<file path="src/rtl/ff_meta_pkg.sv">
// Shared types for the flop-based cache metadata array: flush FSM states and
// the default per-set way-data vector.
package ff_meta_pkg;

    typedef enum logic {
        IDLE  = 1'b0,
        FLUSH = 1'b1
    } flush_state_e;

    localparam int DEF_S_INDEX  = 4;
    localparam int DEF_WIDTH    = 1;
    localparam int DEF_NUM_WAYS = 4;

    // All ways of one set for the default geometry, packed [way][bit].
    typedef logic [DEF_NUM_WAYS-1:0][DEF_WIDTH-1:0] way_data_t;

    function automatic int num_sets(input int s_index);
        return 1 << s_index;
    endfunction

endpackage

</file>
<file path="src/rtl/ff_meta_flush_ctrl.sv">
// Flush-all engine: walks every set once, one set per clock, then pulses
// flush_done. The state is exported for debug and for the top's write gating.
module ff_meta_flush_ctrl
    import ff_meta_pkg::*;
#(
    parameter int S_INDEX = 4
) (
    input  logic               clk,
    input  logic               rst_n,
    input  logic               flush_req,
    output logic               busy,
    output logic               flush_done,
    output logic               clr_en,
    output logic [S_INDEX-1:0] clr_set,
    output flush_state_e       state
);

    localparam int NUM_SETS = num_sets(S_INDEX);
    localparam logic [S_INDEX:0] LAST_SET = (S_INDEX+1)'(NUM_SETS - 1);

    flush_state_e     state_q, state_d;
    logic [S_INDEX:0] cnt_q, cnt_d;
    logic             flush_done_q, flush_done_d;

    always_ff @(posedge clk or negedge rst_n) begin
        if (!rst_n) begin
            state_q      <= IDLE;
            cnt_q        <= '0;
            flush_done_q <= 1'b0;
        end else begin
            state_q      <= state_d;
            cnt_q        <= cnt_d;
            flush_done_q <= flush_done_d;
        end
    end

    always_comb begin
        state_d      = state_q;
        cnt_d        = cnt_q;
        flush_done_d = 1'b0;
        case (state_q)
            IDLE: begin
                if (flush_req) begin
                    state_d = FLUSH;
                    cnt_d   = '0;
                end
            end
            FLUSH: begin
                // The counter stops at the last set; it never wraps past it.
                if (cnt_q == LAST_SET) begin
                    state_d      = IDLE;
                    cnt_d        = '0;
                    flush_done_d = 1'b1;
                end else begin
                    cnt_d = cnt_q + 1'b1;
                end
            end
            default: begin
                state_d = IDLE;
                cnt_d   = '0;
            end
        endcase
    end

    assign busy       = (state_q == FLUSH);
    assign clr_en     = (state_q == FLUSH);
    assign clr_set    = cnt_q[S_INDEX-1:0];
    assign flush_done = flush_done_q;
    assign state      = state_q;

endmodule

</file>
<file path="src/rtl/ff_meta_array.sv">
// Multi-way valid/tag/LRU metadata array with a registered write port, a registered
// read port, single-set invalidate and flush-all. Optional write-to-read forwarding
// is enabled by defining FF_META_ARRAY_BYPASS_EN.
module ff_meta_array
    import ff_meta_pkg::*;
#(
    parameter int S_INDEX  = 4,
    parameter int WIDTH    = 1,
    parameter int NUM_WAYS = 4
) (
    input  logic                               clk0,
    input  logic                               rst0_n,
    input  logic                               csb0,
    input  logic                               web0,
    input  logic [NUM_WAYS-1:0]                wmask0,
    input  logic [S_INDEX-1:0]                 addr0,
    input  logic [S_INDEX-1:0]                 addr1,
    input  logic [NUM_WAYS-1:0][WIDTH-1:0]     din0,
    output logic [NUM_WAYS-1:0][WIDTH-1:0]     dout1,
    input  logic                               inv_en,
    input  logic [S_INDEX-1:0]                 inv_set,
    input  logic                               flush_req,
    output logic                               busy,
    output logic                               flush_done
);

    localparam int NUM_SETS = num_sets(S_INDEX);

    typedef logic [NUM_WAYS-1:0][WIDTH-1:0] set_data_t;

    logic                web0_q, web0_d;
    logic [NUM_WAYS-1:0] wmask_q, wmask_d;
    logic [S_INDEX-1:0]  addr0_q, addr0_d;
    logic [S_INDEX-1:0]  addr1_q, addr1_d;
    set_data_t           din_q, din_d;
    set_data_t           mem_q [NUM_SETS];
    set_data_t           mem_d [NUM_SETS];

    logic                clr_en;
    logic [S_INDEX-1:0]  clr_set;
    flush_state_e        flush_state;
    logic                wr_commit;
    set_data_t           rd_data;

    ff_meta_flush_ctrl #(
        .S_INDEX (S_INDEX)
    ) u_flush_ctrl (
        .clk        (clk0),
        .rst_n      (rst0_n),
        .flush_req  (flush_req),
        .busy       (busy),
        .flush_done (flush_done),
        .clr_en     (clr_en),
        .clr_set    (clr_set),
        .state      (flush_state)
    );

    // Deselected cycles cancel any pending write but keep the read address,
    // so dout1 keeps tracking the last-read set.
    always_comb begin
        web0_d  = 1'b1;
        wmask_d = wmask_q;
        addr0_d = addr0_q;
        addr1_d = addr1_q;
        din_d   = din_q;
        if (!csb0) begin
            web0_d  = web0;
            wmask_d = wmask0;
            addr0_d = addr0;
            addr1_d = addr1;
            din_d   = din0;
        end
    end

    // Writes landing during a flush are dropped outright, not replayed later.
    assign wr_commit = !web0_q && (flush_state == IDLE);

    // Applied lowest priority first so flush clear beats invalidate beats write.
    always_comb begin
        mem_d = mem_q;
        if (wr_commit) begin
            for (int w = 0; w < NUM_WAYS; w++) begin
                if (wmask_q[w]) begin
                    mem_d[addr0_q][w] = din_q[w];
                end
            end
        end
        if (inv_en) begin
            mem_d[inv_set] = '0;
        end
        if (clr_en) begin
            mem_d[clr_set] = '0;
        end
    end

    always_ff @(posedge clk0 or negedge rst0_n) begin
        if (!rst0_n) begin
            web0_q  <= 1'b1;
            wmask_q <= '0;
            addr0_q <= '0;
            addr1_q <= '0;
            din_q   <= '0;
            for (int s = 0; s < NUM_SETS; s++) begin
                mem_q[s] <= '0;
            end
        end else begin
            web0_q  <= web0_d;
            wmask_q <= wmask_d;
            addr0_q <= addr0_d;
            addr1_q <= addr1_d;
            din_q   <= din_d;
            mem_q   <= mem_d;
        end
    end

    always_comb begin
        rd_data = mem_q[addr1_q];
`ifdef FF_META_ARRAY_BYPASS_EN
        // Forward the pending write so a same-cycle read sees the new ways.
        if (!web0_q && (addr0_q == addr1_q) && (flush_state == IDLE)) begin
            for (int w = 0; w < NUM_WAYS; w++) begin
                if (wmask_q[w]) begin
                    rd_data[w] = din_q[w];
                end
            end
        end
`endif
    end

    assign dout1 = rd_data;

endmodule
</file>
<file path="config.mk">
export PLATFORM = sky130hd
export DESIGN_NAME = ff_meta_array
export DESIGN_NICKNAME = d
export VERILOG_FILES = /design/src/rtl/ff_meta_pkg.sv /design/src/rtl/ff_meta_flush_ctrl.sv /design/src/rtl/ff_meta_array.sv
export SDC_FILE = /design/constraint.sdc
export NUM_CORES = 1
export LEC_CHECK = 0
export CELL_PAD_IN_SITES_DETAIL_PLACEMENT = 1
export CELL_PAD_IN_SITES_GLOBAL_PLACEMENT = 2
export CORE_ASPECT_RATIO = 1.4
export CORE_MARGIN = 3
export CORE_UTILIZATION = 38
export CTS_CLUSTER_DIAMETER = 150
export CTS_CLUSTER_SIZE = 24
export DETAILED_ROUTE_END_ITERATION = 7
export PLACE_DENSITY = 0.85
export SYNTH_ARGS = -nofsm -noshare
export SYNTH_HDL_FRONTEND = slang
export SYNTH_SLANG_ARGS = --single-unit
</file>
<file path="constraint.sdc">
create_clock -name clk0 -period 1.9 [get_ports clk0]
set_input_delay 0.19 -clock clk0 [delete_from_list [all_inputs] [get_ports clk0]]
set_output_delay 0.19 -clock clk0 [all_outputs]
set_load 0.1 [all_outputs]
</file>
==> impl_metrics.ini <==
[floorplan]
io_pins = 32
coreArea_mm2 = 0.0124
initial_core_util = 0.393
die_x_um = 102
dieArea_mm2 = 0.0143
die_h_um = 140
rows = 48

[placement]
io_buffers = 31
dp_hpwl_um = 11100
gp_congestion = 0.811

[timing]
layout_setup_ws_ns = -0.173
max_slew_margin = 0.446
finalCritPeriodShare = 1.09
fmax_mhz = 482
slew_viol_final = 0
worst_pin_slew_ns = 0.830
setup_viol = 4
timing.final.hold_violations = 0
rsz0062_at_grt = true
fin_skew_ns = 0.00466
period_minus_slack_ns = 2.07

[worst_setup_path]
start_kind = register
cpPeakStageDelay_ns = 0.51
ff2ff_setup_slack_ns = 0.14
cp.required_ns = 1.71
worst_r2r_startpoint = addr0_q[0]$_DFFE_PN0N_
worstReg2RegEnd = mem_q[31]$_DFF_PN0_
cp_max_fo = 7
cp.arrival_ns = 1.88
crit_path_end = dout1[3]
path_cells = buf_8 -> mux4_2 -> nand3_1 -> nand3_4 -> buf_12
path_buf_inv = 2
critPathLaunch = addr1_q[1]$_DFFE_PN0N_
path_class = register to output pin
cpMaxStageDelayCell = mux4_2
crit_family = multiplexers
reg2reg_depth = 6
worst-path-stages = 5
setup.worst_path.end_class = output pin

[detailed_routing]
first_iter_violations = 216
drtPass1Iterations = 5
avgRoutedWirePerCell_um = 20.9
drt_wl_total_um = 15100
routed-via-count = 4204
drc = 0
vias_per_cell = 5.82
ant_nets = 0

[yosys]
syn_inst = 518
synth-main-ff-cell = dfrtp_1
ys_warn_count = 0
synth-compound-area-share = 0.119
syn_avg_cell_area_um2 = 9.43
synth.area.mux_share = 0.111
ys_seq_area_frac = 0.451
ys_types = 38
synthArstFlopShare = 1.00
syn-num-nets = 548
syn-cell-area_mm2 = 0.00488
synth_xor_area_frac = 0
synth_top_family_by_area = simple AND/OR/NAND/NOR gates
synth-simple-area-share = 0.257
synth_seq_cells = 88
synthAdderAreaFrac = 0.0102
synth_edf_count = 0

[cts]
cts_buffers = 9
root_buffer = clkbuf_16
clockBufferDepth = 2
clk_pin_slew_worst_paths_ns = 0.06
cts.sinks = 88
cts_max_level = 3
clock_latency_ns = 0.34
cts_tree = yes

[outcome]
status = finished, violations left
violations = negative setup slack

[power_and_ir_drop]
p_leak_nw = 2.37
power.density_mw_per_mm2 = 863
ir_drop_uv = 596
p_total_mw = 5.12

[layout]
antenna_cells = 0
regArea_mm2 = 0.00221
fin_nets = 597
nFillCells = 1403
drive_gt1_frac = 0.224
final_cell_mix = nand2_1 (125), dfrtp_1 (84), a21oi_1 (64), nand3_1 (52), buf_4 (43)
postLayoutCoreUtil = 0.478
multi_input_comb_area_mm2 = 0.00248
final_common_cell = nand2_1
syn_to_final_growth_pct = 21.6

[min_path]
hold_class = input port to async pin

[run]
drv_cap = 0

[grt]
grt_pass1_vias = 4403
grt_antenna_before_repair = 0
track_usage = 0.225
grt_max_degree = 35
gr-total-overflow = 0
grt_pass1_wl_um = 24500
==> report_power, final <==
part	switching (mW)	leakage, nW	total, mW	internal, mW
Clock	0.715	0.145	1.70	0.988
Combinational	0.687	1.05	1.20	0.510
Sequential	0.239	1.17	2.22	1.98
Total	1.64	2.37	5.12	3.48
==> flip-flops by register name, indices dropped and copies added, names as in the netlist <==
| signal | flops |
|---|---|
| wmask_q | 4 |
| u_flush_ctrl.busy | 1 |
| u_flush_ctrl.cnt_q | 5 |
| web0_q | 1 |
| addr0_q | 4 |
| din_q | 4 |
| u_flush_ctrl.flush_done | 1 |
| addr1_q | 4 |
| mem_q | 64 |
==> Yosys cell counts (5+ instances only) <==
cell / count / area (um^2)
o21ai_0: 19 / 95.1
buf_2: 15 / 75.1
buf_6: 5 / 56.3
clkbuf_1: 12 / 45.0
buf_4: 7 / 52.6
o22ai_1: 14 / 87.6
nand3_1: 57 / 285
mux4_2: 16 / 360
dfrtp_1: 87 / 2180
a21oi_1: 64 / 320
nor2_1: 20 / 75.1
mux2_2: 16 / 180
nand2_1: 125 / 469
nand2b_1: 5 / 31.3
==> metrics by stage <==
stage	setup WS [ns]	cells	instance area, um^2	TNS [ns]	hold WS [ns]
4_1_cts	-0.197	719	5910	-0.775	0.353
2_1_floorplan	-0.00758	518	4910	-0.00758	-0.106
3_5_place_dp	-0.0152	696	5530	-0.0152	0.176
5_1_grt	-0.259	722	5940	-1.01	0.383
6_report	-0.173	722	5940	-0.657	0.341
3_3_place_gp	0.0686	696	5530	0	0.177
==> worst min path at each step <==
stage	start	to	slack [ns]	cells after the start
floorplan	rst0_n	addr0_q[0]$_DFFE_PN0N_	-0.11	0
global placement	rst0_n	wmask_q[0]$_DFFE_PN0N_	0.18	1
detailed placement	rst0_n	wmask_q[0]$_DFFE_PN0N_	0.18	1
CTS	rst0_n	wmask_q[1]$_DFFE_PN0N_	0.35	2
global route	rst0_n	wmask_q[1]$_DFFE_PN0N_	0.38	2
finish	rst0_n	wmask_q[1]$_DFFE_PN0N_	0.34	2
==> routing by layer <==
metal  vias up  GRT usage  share of wire
met3        30     0.0409          0.034
met1      2140      0.283           0.41
met5         -          0              0
li1       1930          -              -
met2       104      0.380           0.52
met4         0     0.0871          0.033
==> cells by family after synthesis <==
kind of cell               count (synthesis)
DFF                                       88
muxes                                     32
adders and majority gates                  4
AOI/OAI and AO/OA                        107
buffers and inverters                     43
and+or+nand+nor                          244
==> worst register-to-register path, cell delays in order (launching register included) <==
cell and delay [ns]:
dfrtp_1 0.62, buf_4 0.28, nor4b_4 0.32, buf_4 0.20, nand2_1 0.06, nand2_1 0.08
a21oi_1 0.08
==> area by class of cell <==
cell class	count	share of cell area
multi-input cells	387	0.417
flip-flops and latches	88	0.372
repair buffers	78	0.129
clock buffers	13	0.0455
well taps	150	0.0316
clock inverters	3	0.00253
inverters	3	0.00190
==> repair_timing <==
action                                 in CTS  in global routing
endpoints found under the hold margin      29                  0
hold buffers                                1                  0
buffers inserted                            6                  3
resized for setup                           7                  2
setup endpoints to repair                   4                  8
pin swaps                                   2                  3
(Power assumes the default switching activity.)
